**config.mk**
```make
export PLATFORM = sky130hd
export DESIGN_NAME = mem_access_stage_flat
export DESIGN_NICKNAME = d
export VERILOG_FILES = /design/src/rtl/mem_access_stage_if.sv /design/src/rtl/mem_access_stage.sv /design/src/flat_wrapper.sv
export SDC_FILE = /design/constraint.sdc
export NUM_CORES = 1
export LEC_CHECK = 0
export ABC_AREA = 1
export CAP_MARGIN = 20
export CORE_UTILIZATION = 35
export DETAILED_ROUTE_END_ITERATION = 8
export GPL_ROUTABILITY_DRIVEN = 0
export PLACE_DENSITY = 0.73
export SYNTH_ARGS = -nofsm -noshare
export SYNTH_HDL_FRONTEND = slang
export SYNTH_SLANG_ARGS = --single-unit
export TNS_END_PERCENT = 100
```
**constraint.sdc**
```tcl
create_clock -name CLK -period 2.56 [get_ports CLK]
set_input_delay 0.512 -clock CLK [delete_from_list [all_inputs] [get_ports CLK]]
set_output_delay 0.512 -clock CLK [all_outputs]
set_load 0.05 [all_outputs]
```
**src/rtl/mem_access_stage_if.sv**
```systemverilog
// Request/acknowledge data-memory bus between the memory-access stage (master) and data memory (slave).
interface mem_access_stage_if;
   logic        mem_req;
   logic        mem_we;
   logic [31:0] mem_addr;
   logic [31:0] mem_wdata;
   logic [31:0] mem_rdata;
   logic        mem_ack;

   modport master (output mem_req, mem_we, mem_addr, mem_wdata, input mem_rdata, mem_ack);
   modport slave  (input mem_req, mem_we, mem_addr, mem_wdata, output mem_rdata, mem_ack);
endinterface

```
**src/rtl/mem_access_stage.sv**
```systemverilog
// Memory-access pipeline stage: word loads/stores over a req/ack bus, stalls upstream while busy.
// Optional access timeout with bus_err is enabled by defining MEM_TIMEOUT_EN.
module mem_access_stage #(
   parameter int TIMEOUT_CYCLES = 16
) (
   input  logic                CLK,
   input  logic                RST,
   input  logic                in_valid,
   input  logic                MemRead,
   input  logic                MemWrite,
   input  logic [31:0]         ALU_result,
   input  logic [31:0]         Wdata,
   input  logic [4:0]          Wreg_addr,
   input  logic                RegWrite,
   input  logic                MemToReg,
   input  logic                Branch,
   output logic                Stall,
   mem_access_stage_if.master  bus,
   output logic [31:0]         outMemRdata,
   output logic [31:0]         outALU_result,
   output logic [4:0]          outWreg_addr,
   output logic                outRegWrite,
   output logic                outMemToReg,
   output logic                outBranch,
   output logic                out_valid,
   output logic                misaligned_err,
   output logic                bus_err
);

`ifdef MEM_TIMEOUT_EN
   localparam bit TimeoutEn = 1'b1;
`else
   localparam bit TimeoutEn = 1'b0;
`endif
   localparam int CNT_W = $clog2(TIMEOUT_CYCLES + 1);

   typedef enum logic {ST_IDLE, ST_WAIT} state_t;

   state_t      state_q, state_d;
   logic [CNT_W-1:0] cnt_q, cnt_d, cnt_inc;
   logic        mem_req_q, mem_req_d, mem_we_q, mem_we_d;
   logic [31:0] mem_addr_q, mem_addr_d, mem_wdata_q, mem_wdata_d;
   logic [4:0]  lat_wreg_addr_q, lat_wreg_addr_d;
   logic        lat_reg_write_q, lat_reg_write_d;
   logic        lat_mem_to_reg_q, lat_mem_to_reg_d;
   logic        lat_branch_q, lat_branch_d;
   logic [31:0] out_mem_rdata_q, out_mem_rdata_d, out_alu_result_q, out_alu_result_d;
   logic [4:0]  out_wreg_addr_q, out_wreg_addr_d;
   logic        out_reg_write_q, out_reg_write_d;
   logic        out_mem_to_reg_q, out_mem_to_reg_d;
   logic        out_branch_q, out_branch_d;
   logic        out_valid_q, out_valid_d;
   logic        misaligned_err_q, misaligned_err_d;
   logic        bus_err_q, bus_err_d;
   logic        is_mem_op, aligned, start;

   always_comb begin
      is_mem_op = MemRead | MemWrite;
      aligned   = (ALU_result[1:0] == 2'b00);
      start     = (state_q == ST_IDLE) & in_valid & is_mem_op & aligned;
      Stall     = start | ((state_q == ST_WAIT) & ~bus.mem_ack);
   end

   always_comb begin
      state_d          = state_q;
      cnt_d            = cnt_q;
      cnt_inc          = cnt_q + CNT_W'(1);
      mem_req_d        = mem_req_q;
      mem_we_d         = mem_we_q;
      mem_addr_d       = mem_addr_q;
      mem_wdata_d      = mem_wdata_q;
      lat_wreg_addr_d  = lat_wreg_addr_q;
      lat_reg_write_d  = lat_reg_write_q;
      lat_mem_to_reg_d = lat_mem_to_reg_q;
      lat_branch_d     = lat_branch_q;
      out_mem_rdata_d  = out_mem_rdata_q;
      out_alu_result_d = out_alu_result_q;
      out_wreg_addr_d  = out_wreg_addr_q;
      out_reg_write_d  = out_reg_write_q;
      out_mem_to_reg_d = out_mem_to_reg_q;
      out_branch_d     = out_branch_q;
      out_valid_d      = out_valid_q;
      misaligned_err_d = 1'b0;
      bus_err_d        = 1'b0;

      case (state_q)
         ST_IDLE: begin
            cnt_d = '0;
            if (!in_valid) begin
               out_valid_d = 1'b0;
            end else if (start) begin
               state_d          = ST_WAIT;
               mem_req_d        = 1'b1;
               mem_we_d         = MemWrite;
               mem_addr_d       = ALU_result;
               mem_wdata_d      = Wdata;
               lat_wreg_addr_d  = Wreg_addr;
               lat_reg_write_d  = RegWrite;
               lat_mem_to_reg_d = MemToReg;
               lat_branch_d     = Branch;
               out_valid_d      = 1'b0;
            end else begin
               // Non-memory ops retire directly; misaligned memory ops retire without writeback.
               out_alu_result_d = ALU_result;
               out_wreg_addr_d  = Wreg_addr;
               out_reg_write_d  = RegWrite & ~is_mem_op;
               out_mem_to_reg_d = MemToReg;
               out_branch_d     = Branch;
               out_mem_rdata_d  = 32'd0;
               out_valid_d      = 1'b1;
               misaligned_err_d = is_mem_op;
            end
         end
         ST_WAIT: begin
            if (bus.mem_ack) begin
               state_d          = ST_IDLE;
               cnt_d            = '0;
               mem_req_d        = 1'b0;
               out_alu_result_d = mem_addr_q;
               out_wreg_addr_d  = lat_wreg_addr_q;
               out_reg_write_d  = lat_reg_write_q;
               out_mem_to_reg_d = lat_mem_to_reg_q;
               out_branch_d     = lat_branch_q;
               out_mem_rdata_d  = mem_we_q ? 32'd0 : bus.mem_rdata;
               out_valid_d      = 1'b1;
            end else if (TimeoutEn && (cnt_inc == CNT_W'(TIMEOUT_CYCLES))) begin
               // Abandon the access; the instruction retires as a no-writeback bubble.
               state_d          = ST_IDLE;
               cnt_d            = '0;
               mem_req_d        = 1'b0;
               out_alu_result_d = mem_addr_q;
               out_wreg_addr_d  = lat_wreg_addr_q;
               out_reg_write_d  = 1'b0;
               out_mem_to_reg_d = lat_mem_to_reg_q;
               out_branch_d     = lat_branch_q;
               out_mem_rdata_d  = 32'd0;
               out_valid_d      = 1'b1;
               bus_err_d        = 1'b1;
            end else if (TimeoutEn) begin
               cnt_d = cnt_inc;
            end
         end
         default: state_d = ST_IDLE;
      endcase
   end

   always_ff @(posedge CLK) begin
      if (RST) begin
         state_q          <= ST_IDLE;
         cnt_q            <= '0;
         mem_req_q        <= 1'b0;
         mem_we_q         <= 1'b0;
         mem_addr_q       <= 32'd0;
         mem_wdata_q      <= 32'd0;
         lat_wreg_addr_q  <= 5'd0;
         lat_reg_write_q  <= 1'b0;
         lat_mem_to_reg_q <= 1'b0;
         lat_branch_q     <= 1'b0;
         out_mem_rdata_q  <= 32'd0;
         out_alu_result_q <= 32'd0;
         out_wreg_addr_q  <= 5'd0;
         out_reg_write_q  <= 1'b0;
         out_mem_to_reg_q <= 1'b0;
         out_branch_q     <= 1'b0;
         out_valid_q      <= 1'b0;
         misaligned_err_q <= 1'b0;
         bus_err_q        <= 1'b0;
      end else begin
         state_q          <= state_d;
         cnt_q            <= cnt_d;
         mem_req_q        <= mem_req_d;
         mem_we_q         <= mem_we_d;
         mem_addr_q       <= mem_addr_d;
         mem_wdata_q      <= mem_wdata_d;
         lat_wreg_addr_q  <= lat_wreg_addr_d;
         lat_reg_write_q  <= lat_reg_write_d;
         lat_mem_to_reg_q <= lat_mem_to_reg_d;
         lat_branch_q     <= lat_branch_d;
         out_mem_rdata_q  <= out_mem_rdata_d;
         out_alu_result_q <= out_alu_result_d;
         out_wreg_addr_q  <= out_wreg_addr_d;
         out_reg_write_q  <= out_reg_write_d;
         out_mem_to_reg_q <= out_mem_to_reg_d;
         out_branch_q     <= out_branch_d;
         out_valid_q      <= out_valid_d;
         misaligned_err_q <= misaligned_err_d;
         bus_err_q        <= bus_err_d;
      end
   end

   assign bus.mem_req     = mem_req_q;
   assign bus.mem_we      = mem_we_q;
   assign bus.mem_addr    = mem_addr_q;
   assign bus.mem_wdata   = mem_wdata_q;
   assign outMemRdata     = out_mem_rdata_q;
   assign outALU_result   = out_alu_result_q;
   assign outWreg_addr    = out_wreg_addr_q;
   assign outRegWrite     = out_reg_write_q;
   assign outMemToReg     = out_mem_to_reg_q;
   assign outBranch       = out_branch_q;
   assign out_valid       = out_valid_q;
   assign misaligned_err  = misaligned_err_q;
   assign bus_err         = bus_err_q;

endmodule

```
**src/flat_wrapper.sv**
```systemverilog
// flat-port wrapper written by rule: the top's interface ports become plain ports
module mem_access_stage_flat 
#(
   parameter int TIMEOUT_CYCLES = 16
)
  (CLK, RST, in_valid, MemRead, MemWrite, ALU_result, Wdata, Wreg_addr, RegWrite, MemToReg, Branch, Stall, outMemRdata, outALU_result, outWreg_addr, outRegWrite, outMemToReg, outBranch, out_valid, misaligned_err, bus_err, bus_mem_req, bus_mem_we, bus_mem_addr, bus_mem_wdata, bus_mem_rdata, bus_mem_ack);
  mem_access_stage_if bus_i ();
  input  logic CLK;
  input  logic RST;
  input  logic in_valid;
  input  logic MemRead;
  input  logic MemWrite;
  input  logic [31:0] ALU_result;
  input  logic [31:0] Wdata;
  input  logic [4:0] Wreg_addr;
  input  logic RegWrite;
  input  logic MemToReg;
  input  logic Branch;
  output logic Stall;
  output logic [31:0] outMemRdata;
  output logic [31:0] outALU_result;
  output logic [4:0] outWreg_addr;
  output logic outRegWrite;
  output logic outMemToReg;
  output logic outBranch;
  output logic out_valid;
  output logic misaligned_err;
  output logic bus_err;
  output wire logic [$bits(bus_i.mem_req)-1:0] bus_mem_req;
  output wire logic [$bits(bus_i.mem_we)-1:0] bus_mem_we;
  output wire logic [$bits(bus_i.mem_addr)-1:0] bus_mem_addr;
  output wire logic [$bits(bus_i.mem_wdata)-1:0] bus_mem_wdata;
  input wire logic [$bits(bus_i.mem_rdata)-1:0] bus_mem_rdata;
  input wire logic [$bits(bus_i.mem_ack)-1:0] bus_mem_ack;
  assign bus_mem_req = bus_i.mem_req;
  assign bus_mem_we = bus_i.mem_we;
  assign bus_mem_addr = bus_i.mem_addr;
  assign bus_mem_wdata = bus_i.mem_wdata;
  assign bus_i.mem_rdata = bus_mem_rdata;
  assign bus_i.mem_ack = bus_mem_ack;
  mem_access_stage #(.TIMEOUT_CYCLES(TIMEOUT_CYCLES)) u_core (.CLK(CLK), .RST(RST), .in_valid(in_valid), .MemRead(MemRead), .MemWrite(MemWrite), .ALU_result(ALU_result), .Wdata(Wdata), .Wreg_addr(Wreg_addr), .RegWrite(RegWrite), .MemToReg(MemToReg), .Branch(Branch), .Stall(Stall), .bus(bus_i), .outMemRdata(outMemRdata), .outALU_result(outALU_result), .outWreg_addr(outWreg_addr), .outRegWrite(outRegWrite), .outMemToReg(outMemToReg), .outBranch(outBranch), .out_valid(out_valid), .misaligned_err(misaligned_err), .bus_err(bus_err));
endmodule
```
Word level (Yosys, flattened, before mapping)
Cells that the tools add are included.

storage, ports and cells
  register bits after elaboration = 149
  latch bits = 0
  memory bits (writable) = 0
  ROM bits = 0
  memories kept = 0

operators by class
  add/subtract/negate cells = 0
  multipliers = 0
  divide/modulo/power cells = 0
  order comparisons = 0
  eq/ne operators = 4
  shift-type cells = 0
  muxes and demuxes = 37
  bitwise logic cells = 11
  reduce and logical (&&, ||, !) cells = 5

operators by type and width
  operator                                                                 number
  32-bit two-way mux                                                       7
  32-bit case mux with 2 select lines                                      2
  1-bit two-way mux                                                        18
  5-bit two-way mux                                                        3
  1-bit case mux with 2 select lines                                       6
  5-bit case mux with 2 select lines                                       1
  3-bit AND reduction                                                      3
  2-bit inequality test, second input constant                             3
  1-bit AND                                                                5
  1-bit inverter                                                           4
  4-bit OR reduction                                                       1
  2-bit logical NOT                                                        1
  2-bit by 1-bit inequality test with 1-bit output, second input constant  1
  1-bit OR                                                                 2

Logic depth before layout (Yosys ltp)
Gate-level depths: netlist (run 1).

  depth in word-level cells = 7
  gate-level depth with buffers = 9
  depth with buffers taken out = 7

Least setup slack after synthesis (run 1)
No wires, ideal clock.

  path type = input-to-output
  start point = in in_valid
  end point = out Stall
  arrival time = 1.497 ns
  data required time = 2.048 ns
  setup slack = 0.551 ns
  stages on the path = 6
  path buffers = 2
  path through = inv_1 nor2_2 nand3_2 buf_2 buf_2 nand2_1

between the ends
  cells in the longest elaborated chain, start to end = 4

ends and longest elaborated chain
  item                     RTL line                text
  start, declared          flat_wrapper.sv:10      input logic in_valid;
  1-bit AND (3 in series)  mem_access_stage.sv:60  start = (state_q == ST_IDLE) & in_valid & is_mem_op & aligned;
  1-bit OR                 mem_access_stage.sv:61  Stall = start | ((state_q == ST_WAIT) & ~bus.mem_ack);
  end, declared            flat_wrapper.sv:19      output logic Stall;

No other way between the ends.

Final worst setup path (run 1)
Same ends and word-level chain as after synthesis.

==> flow_summary.json, run 1 <==
{
  "cts_buffers": 17,
  "relSlewSlack": 0.459,
  "min_path_type": "reg2reg",
  "seq_power_share": 0.379,
  "grt_max_degree": 111,
  "grtUsageTotal": 0.211,
  "initial_core_util": 0.361,
  "ys_warn_count": 0,
  "dp_hpwl_mm": 12.4,
  "arrival_ns": 1.77,
  "failed_checks": "DRC",
  "p_switching_w": 0.00197,
  "grt_pass1_vias": 6314,
  "core_mm2": 0.0182,
  "drtAntennaViolNets": 0,
  "drive_gt1_frac": 0.0513,
  "ys_types": 23,
  "fmax_mhz": 438,
  "netlist_instances": 925,
  "grt_first_pass_wirelength_mm": 32.9,
  "wirelength_mm": 20.6,
  "clk_pin_slew_ns": 0.06,
  "synth_area_mm2": 0.00658,
  "p_int_w": 0.00468,
  "cts-root-buf": "clkbuf_16",
  "pwr-share-clk": 0.404,
  "pwr-share-comb": 0.217,
  "wl_per_cell_um": 15.1,
  "placed_area_mm2": 0.00916,
  "met1_length_mm": 9.07,
  "crit_required_ns": 2.05,
  "period_share": 0.892,
  "ys_async_sr_fraction": 0,
  "vias_per_cell": 5.04,
  "slew_violations": 0,
  "critPathLaunchType": "primary input",
  "ys_top_cells_by_count": "nand2_1, dfxtp_1, a21oi_1, nor2_1, nand4_1",
  "final_util": 0.538,
  "synth_seq_cells": 149,
  "clock_path_buffers": 2,
  "p_per_area_mw_per_mm2": 679,
  "top_layer": "met4",
  "die_w_um": 139,
  "rsz0062_at_grt": "no",
  "dr_wl_met3_mm": 1.41,
  "cts_sinks": 149,
  "antenna_found_initial": 0,
  "cp-end-kind": "output pin",
  "setup_viol": 0,
  "status": "complete, but fails checks",
  "drtPass1Iterations": 8,
  "cts_setup_buffers": 0,
  "rows": 49,
  "min_period_ns": 2.28,
  "portBuffers": 250,
  "htreeDepth": 4,
  "drtIter0Drc": 425,
  "cts_tree": "done",
  "final_nets": 1227,
  "ys_seq_area_frac": 0.453,
  "yosysTopAreaCellShare": 0.453,
  "clock_skew_ns": 0.00763,
  "ios": 252,
  "synthTopCellsByArea": "dfxtp_1, nand2_1, a21oi_1",
  "die_h_um": 139,
  "swShare": 0.296,
  "fp.dieArea_mm2": 0.0193,
  "synth-edff-count": 0,
  "hold_violations": 0,
  "wl_met2_mm": 9.70,
  "postLayoutCellArea_mm2": 0.00979,
  "postCtsHoldBufs": 0,
  "synth_area_leader_cell": "dfxtp_1",
  "ys.flop_type": "dfxtp_1",
  "num_vias": 6853,
  "drc_errors": 18,
  "ir_drop_v": 0.000431,
  "p_leak_nw": 3.81,
  "yosysMostFrequentCell": "nand2_1",
  "criticalPathCategory": "in2out",
  "maxCapViolations": 0,
  "post_cts_resize_count": 0,
  "finalSetupTns_ns": 0,
  "syn_nets": 1035,
  "areaGrowthSynthToFinish_pct": 48.9,
  "critPathMaxFanout": 15,
  "syn_avg_cell_area_um2": 7.11,
  "tightestPinTransition_ns": 0.812,
  "finalPower_w": 0.00665,
  "diodes": 0,
  "insertion_delay_ns": 0.42,
  "grt_overflow_total": 0
}
==> state kept, by name (all words and copies together), names as in the netlist <==
name / count
u_core.bus.mem_req: 1
u_core.lat_branch_q: 1
u_core.outBranch: 1
u_core.bus.mem_wdata: 32
u_core.outRegWrite: 1
u_core.state_q: 1
u_core.outALU_result: 32
u_core.out_valid: 1
u_core.misaligned_err: 1
u_core.lat_wreg_addr_q: 5
u_core.lat_reg_write_q: 1
u_core.bus.mem_we: 1
u_core.outMemRdata: 32
u_core.lat_mem_to_reg_q: 1
u_core.outMemToReg: 1
u_core.outWreg_addr: 5
u_core.bus.mem_addr: 32
==> critical path, cell delays in order <==
cell             delay, ns
clkdlybuf4s50_1       0.48
inv_1                 0.08
nor2_4                0.14
nand3_4               0.22
nand2_1               0.18
buf_12                0.15
==> per-stage QoR <==
stage	setup slack [ns]	cells	hold slack, ns
floorplan	0.551	925	0.440
global route	0.192	1359	0.478
global placement	0.265	1327	0.438
detailed placement	0.270	1327	0.445
CTS	0.268	1359	0.454
finish	0.276	1359	0.447
==> power by group through the flow <==
stage | combinational [W] | clock, W | sequential [W]
global placement | 0.00144 | 0 | 0.00257
global route | 0.00154 | 0.00286 | 0.00254
floorplan | 0.000458 | 0 | 0.00301
CTS | 0.00145 | 0.00275 | 0.00252
detailed placement | 0.00144 | 0 | 0.00257
finish | 0.00144 | 0.00269 | 0.00252
==> path summary, 6_finish.rpt <==
path	slack, ns	endpoint	depth (start not counted)	from
max	0.28	Stall	6	in_valid
max reg2reg	0.77	u_core.outMemRdata[21]	6	u_core.state_q
min	0.45	u_core.bus.mem_req	2	u_core.bus.mem_req
min reg2reg	0.45	u_core.bus.mem_req	2	u_core.bus.mem_req
==> cell usage in the layout, fill, tap and decap left out, drive strengths merged <==
| cell | synthesis | final |
|---|---|---|
| nand3b | 38 | 38 |
| buf | 47 | 14 |
| dfxtp | 149 | 149 |
| nor3 | 1 | 1 |
| clkinv | 0 | 3 |
| clkinvlp | 0 | 3 |
| conb | 1 | 1 |
| clkdlybuf4s50 | 0 | 248 |
| nand3 | 35 | 35 |
| bufinv | 0 | 4 |
| nand2 | 299 | 299 |
| nand4 | 70 | 70 |
| inv | 13 | 14 |
| nor2 | 85 | 85 |
| o21ai | 1 | 1 |
| a21oi | 144 | 144 |
| clkbuf | 42 | 21 |
==> per-layer routing <==
layer	vias up	global-route usage
li1	3462	-
met1	3126	0.263
met2	239	0.348
met3	26	0.0590
met4	0	0.0766
met5	-	0
==> area by class of cell <==
type                       count  area (um^2)
timing repair buffer         262         2700
tap                          229          287
clock inverter                11          174
multi-input combinational    674         3140
inverter                      13         51.3
clock buffer                  21          460
fill                        1721         8420
sequential                   149         2980
==> cell families after synthesis <==
| family | share of synthesized area |
|---|---|
| compound gates | 0.110 |
| simple gates | 0.364 |
| buf+inv | 0.0717 |
| other cells | 0.000570 |
| flops | 0.453 |
(Power assumes the default switching activity.)
==> inputs of run 2 (changes only) <==
--- a/config.mk
+++ b/config.mk
@@ -6,10 +6,12 @@
 export NUM_CORES = 1
 export LEC_CHECK = 0
 export ABC_AREA = 1
+export ABC_CLOCK_PERIOD_IN_PS = 2560
 export CAP_MARGIN = 20
 export CORE_UTILIZATION = 35
 export DETAILED_ROUTE_END_ITERATION = 8
 export GPL_ROUTABILITY_DRIVEN = 0
+export MAX_ROUTING_LAYER = met4
 export PLACE_DENSITY = 0.73
 export SYNTH_ARGS = -nofsm -noshare
 export SYNTH_HDL_FRONTEND = slang
==> run 2 against run 1 <==
The run still ends with DRC left. Register-to-register slack hardly changed. Critical path depth did not move. Non-clock buffer count stayed put. Largest cell class unchanged. Count of clock-buffer cells in the layout did not move. Highest routed layer unchanged. Maximum frequency down 0.10%. Worst setup slack got worse by 0.0024 ns. Final cell count unchanged. Hold slack about the same. Sequential share of layout area unchanged. Routed wire length barely moved.
==> flow_summary.json, run 2 (synthesis gave the netlist of run 1 again) <==
{
  "status": "complete, but fails checks",
  "failed_checks": "DRC",
  "grt_pass1_vias": 6320,
  "post-place-ws_ns": 0.270,
  "min_period_ns": 2.29,
  "relSlewSlack": 0.459,
  "initial_core_util": 0.361,
  "diodes": 0,
  "tightestPinTransition_ns": 0.812,
  "cts_setup_buffers": 0,
  "critPathLaunchType": "primary input",
  "arrival_ns": 1.77,
  "final_cell_mix": "nand2_1, clkdlybuf4s50_1, dfxtp_1, a21oi_1, nor2_1",
  "crit_required_ns": 2.05,
  "grtUsageTotal": 0.218,
  "grt_overflow_total": 0,
  "clock_skew_ns": 0.00786,
  "dp_cells": 1327,
  "path_delay_family": "buffers and inverters",
  "cts-root-buf": "clkbuf_16",
  "pwr-share-clk": 0.404,
  "antenna_found_initial": 0,
  "grt_first_pass_wirelength_mm": 32.8,
  "setup_viol": 0,
  "fillers": 1721,
  "r2r-end": "u_core.outMemRdata[21]",
  "num_vias": 6863,
  "drtIter0Drc": 384,
  "criticalPathCategory": "in2out",
  "p_leak_nw": 3.81,
  "maxCapViolations": 0,
  "cp.buffers_inverters": 3,
  "swShare": 0.297,
  "htreeDepth": 4,
  "hp-start": "u_core.bus.mem_req",
  "fmax_mhz": 437,
  "pwr-share-comb": 0.217,
  "ios": 252,
  "die_w_um": 139,
  "drtAntennaViolNets": 0,
  "min_path_cells": 2,
  "ir_drop_v": 0.000431,
  "die_h_um": 139,
  "fp.dieArea_mm2": 0.0193,
  "period_share": 0.893,
  "grt_max_degree": 111,
  "clk_pin_slew_ns": 0.06,
  "postCtsHoldBufs": 0,
  "slew_violations": 0,
  "wl_per_cell_um": 15.1,
  "timing.rr.start": "u_core.state_q",
  "drtPass1Iterations": 9,
  "hold_violations": 0,
  "cp-end-kind": "output pin",
  "critical-path-max-stage-delay_ns": 0.48,
  "cts_tree": "done",
  "min_path_type": "reg2reg",
  "post_cts_resize_count": 0,
  "p_per_area_mw_per_mm2": 680,
  "wirelength_mm": 20.6,
  "rrSetupSlack_ns": 0.77,
  "rsz0062_at_grt": "no",
  "drc_errors": 18,
  "portBuffers": 250,
  "final_common_cell": "nand2_1",
  "reg2regPathDepth": 6,
  "seq_power_share": 0.379,
  "critPathMaxFanout": 15,
  "stdcell_count": 1359,
  "cts_sinks": 149,
  "finalSetupTns_ns": 0,
  "crit_chain": "clkdlybuf4s50_1 -> inv_1 -> nor2_4 -> nand3_4 -> nand2_1 -> buf_12",
  "p_switching_w": 0.00197,
  "clock_path_buffers": 2,
  "areaGrowthSynthToFinish_pct": 48.9,
  "insertion_delay_ns": 0.42,
  "drive_gt1_frac": 0.0513,
  "p_int_w": 0.00468,
  "core_mm2": 0.0182,
  "vias_per_cell": 5.05,
  "critPathSlowestCell": "clkdlybuf4s50_1",
  "final_nets": 1227,
  "dp_hpwl_mm": 12.4,
  "worstHoldEndpoint": "u_core.bus.mem_req",
  "cts_buffers": 17,
  "final.setup.worst_slack_ns": 0.274,
  "rows": 49
}
run 2: cell counts in the layout (fill, tap and decap cells not counted):
Identical to the previous run, type by type.
run 2: cell type report:
| class | count | area (um^2) | share of cell area |
|---|---|---|---|
| multi-input combinational | 674 | 3140 | 0.320 |
| sequential | 149 | 2980 | 0.305 |
| timing repair buffer | 262 | 2700 | 0.275 |
| clock buffer | 21 | 460 | 0.0470 |
| tap | 229 | 287 | 0.0293 |
| clock inverter | 11 | 174 | 0.0178 |
| inverter | 13 | 51.3 | 0.00524 |
run 2: worst max path at each step:
stage / start / endpoint / slack [ns] / cells past startpoint
after floorplan: in_valid / Stall / 0.55 / 6
after global placement: ALU_result[0] / Stall / 0.27 / 5
after detailed placement: in_valid / Stall / 0.27 / 6
after CTS: in_valid / Stall / 0.27 / 6
after global routing: in_valid / Stall / 0.19 / 6
final: in_valid / Stall / 0.27 / 6
run 2: power groups by stage:
| stage | combinational (W) | clock [W] | sequential [W] |
|---|---|---|---|
| 5_1_grt | 0.00154 | 0.00286 | 0.00254 |
| 4_1_cts | 0.00145 | 0.00275 | 0.00252 |
| 6_report | 0.00144 | 0.00269 | 0.00252 |
| 3_5_place_dp | 0.00144 | 0 | 0.00257 |
| 3_3_place_gp | 0.00144 | 0 | 0.00257 |
| 2_1_floorplan | 0.000458 | 0 | 0.00301 |
run 2: routing by layer:
layer  vias up  part of all wire  global-route usage
met5         -                 0                   -
met4         0             0.020              0.0766
met3        31             0.063              0.0535
met2       236              0.47               0.348
met1      3139              0.45               0.267
li1       3457                 -                   -
run 2: stage by stage:
stage | instance area [um^2] | power, W | util | hold WS [ns]
detailed placement | 9160 | 0.00402 | 0.503 | 0.445
global route | 9790 | 0.00694 | 0.538 | 0.478
global placement | 9160 | 0.00401 | 0.503 | 0.438
CTS | 9790 | 0.00672 | 0.538 | 0.454
finish | 9790 | 0.00666 | 0.538 | 0.447
floorplan | 6580 | 0.00347 | - | 0.440
run 2: worst min-delay path, stage by stage (launching register included):
cell and delay (ns):
dfxtp_1 0.31, inv_1 0.05, a21oi_1 0.05
==> edit: new RTL, config.mk and constraints of run 2 <==
Reset style: asynchronous (`RST`), changed in one clocked block.
--- a/src/rtl/mem_access_stage.sv
+++ b/src/rtl/mem_access_stage.sv
@@ -145,5 +145,5 @@
    end
 
-   always_ff @(posedge CLK) begin
+   always_ff @(posedge CLK or posedge RST) begin
       if (RST) begin
          state_q          <= ST_IDLE;
Function: differs if RST is asserted again (counterexample within 4 cycles, from zero or initial values and one cycle with RST high); with RST held inactive, the same outputs for 4 cycles.
==> edit against run 2 <==
- routed wire length is 16% lower
- clock power is 15% lower
- non-clock buffer count is 1 higher
- area after synthesis is 2.0% lower
- sequential cell count stayed put
- power is 21% higher
- final area is 2.1% lower
- worst setup slack better by 0.094 ns
==> edit: results (changes against run 2) <==
Outcome - finished, final reports clean
Top post-synthesis cells by count - nand2_1, dfrtp_1, inv_1
Crit path DAT - 1.68 ns (-0.09 ns)
Sequential Power - 0.00296 W (+17%)
Nets - 1080 (-12%)
Vias in the first global route - 5312 (-16%)
WL met3 - 1170 um (-11%)
Synth Net Count - 850 (-18%)
Hold Path Origin - u_core.outALU_result[17]$_DFFE_PP0P_
Hpwl dp - 11700 um (-5.7%)
Delay-heaviest family, CP - simple AND/OR/NAND/NOR gates
Met1 WL - 7740 um (-16%)
M1 GR Usage - 23.9% (-2.7 points)
First-pass GRT wire length - 26700 um (-19%)
DP Area - 9050 um^2 (-1.2%)
R2R setup slack - 0.91 ns (+0.14 ns)
Register area share after synthesis - 57.8% (+12 points)
Compound-Gate Fraction of Synth Area - 9.26% (-1.8 points)
Met3 usage - 4.34% (-1.0 points)
Comb pwr share - 34.8% (+13 points)
Fin Hold WS - 0.468 ns (+0.0209 ns)
Layout cells sized above 1 - 5.62% (+0.49 points)
Vias - 5663 (-17%)
1st-iter DRT viols - 321 (-16%)
Grt met2 use - 29.0% (-5.8 points)
Tot GR Track Use - 18.8% (-3.0 points)
Reg2Reg Depth - 5 (-1)
Reg2reg start - u_core.state_q$_DFF_PP0_
CTS-repair resized insts - 0 (unchanged)
Static Leak - 4.66 nW (+22%)
Max incr delay on CP - 0.42 ns (-0.06 ns)
Psw - 0.00300 W (+52%)
Reg2reg end - u_core.bus.mem_addr[28]$_DFFE_PP0P_
DR pass1 iterations - 4 (-5)
Post-synth cell types - 18 (-22%)
## edit: cell count changes in the layout (fill, tap and decap cells not counted), sizes merged, moves of 31 or more
cell	run 2	this run
dfxtp	149	0
a21oi	144	0
nor2	85	4
nand4	70	32
inv	14	79
nand2	299	268
nand3b	38	0
dfrtp	0	149
o21ai	1	111
## edit: area by class of cell
class	instances	area, um^2
fillers	1687	8440
flip-flops and latches	149	3730
repair buffers	263	2660
multi-input cells	459	2070
clock buffers	23	478
inverters	80	304
well taps	229	287
clock inverters	5	52.6
## edit: through the flow
| stage | std cells | power, W | util [%] | setup WS [ns] |
|---|---|---|---|---|
| after floorplan | 740 | 0.00476 | - | 0.173 |
| after global placement | 1180 | 0.00578 | 50.2 | 0.366 |
| after detailed placement | 1180 | 0.00582 | 50.2 | 0.370 |
| after CTS | 1208 | 0.00816 | 53.2 | 0.367 |
| after global routing | 1208 | 0.00844 | 53.2 | 0.328 |
| final | 1208 | 0.00806 | 53.2 | 0.368 |
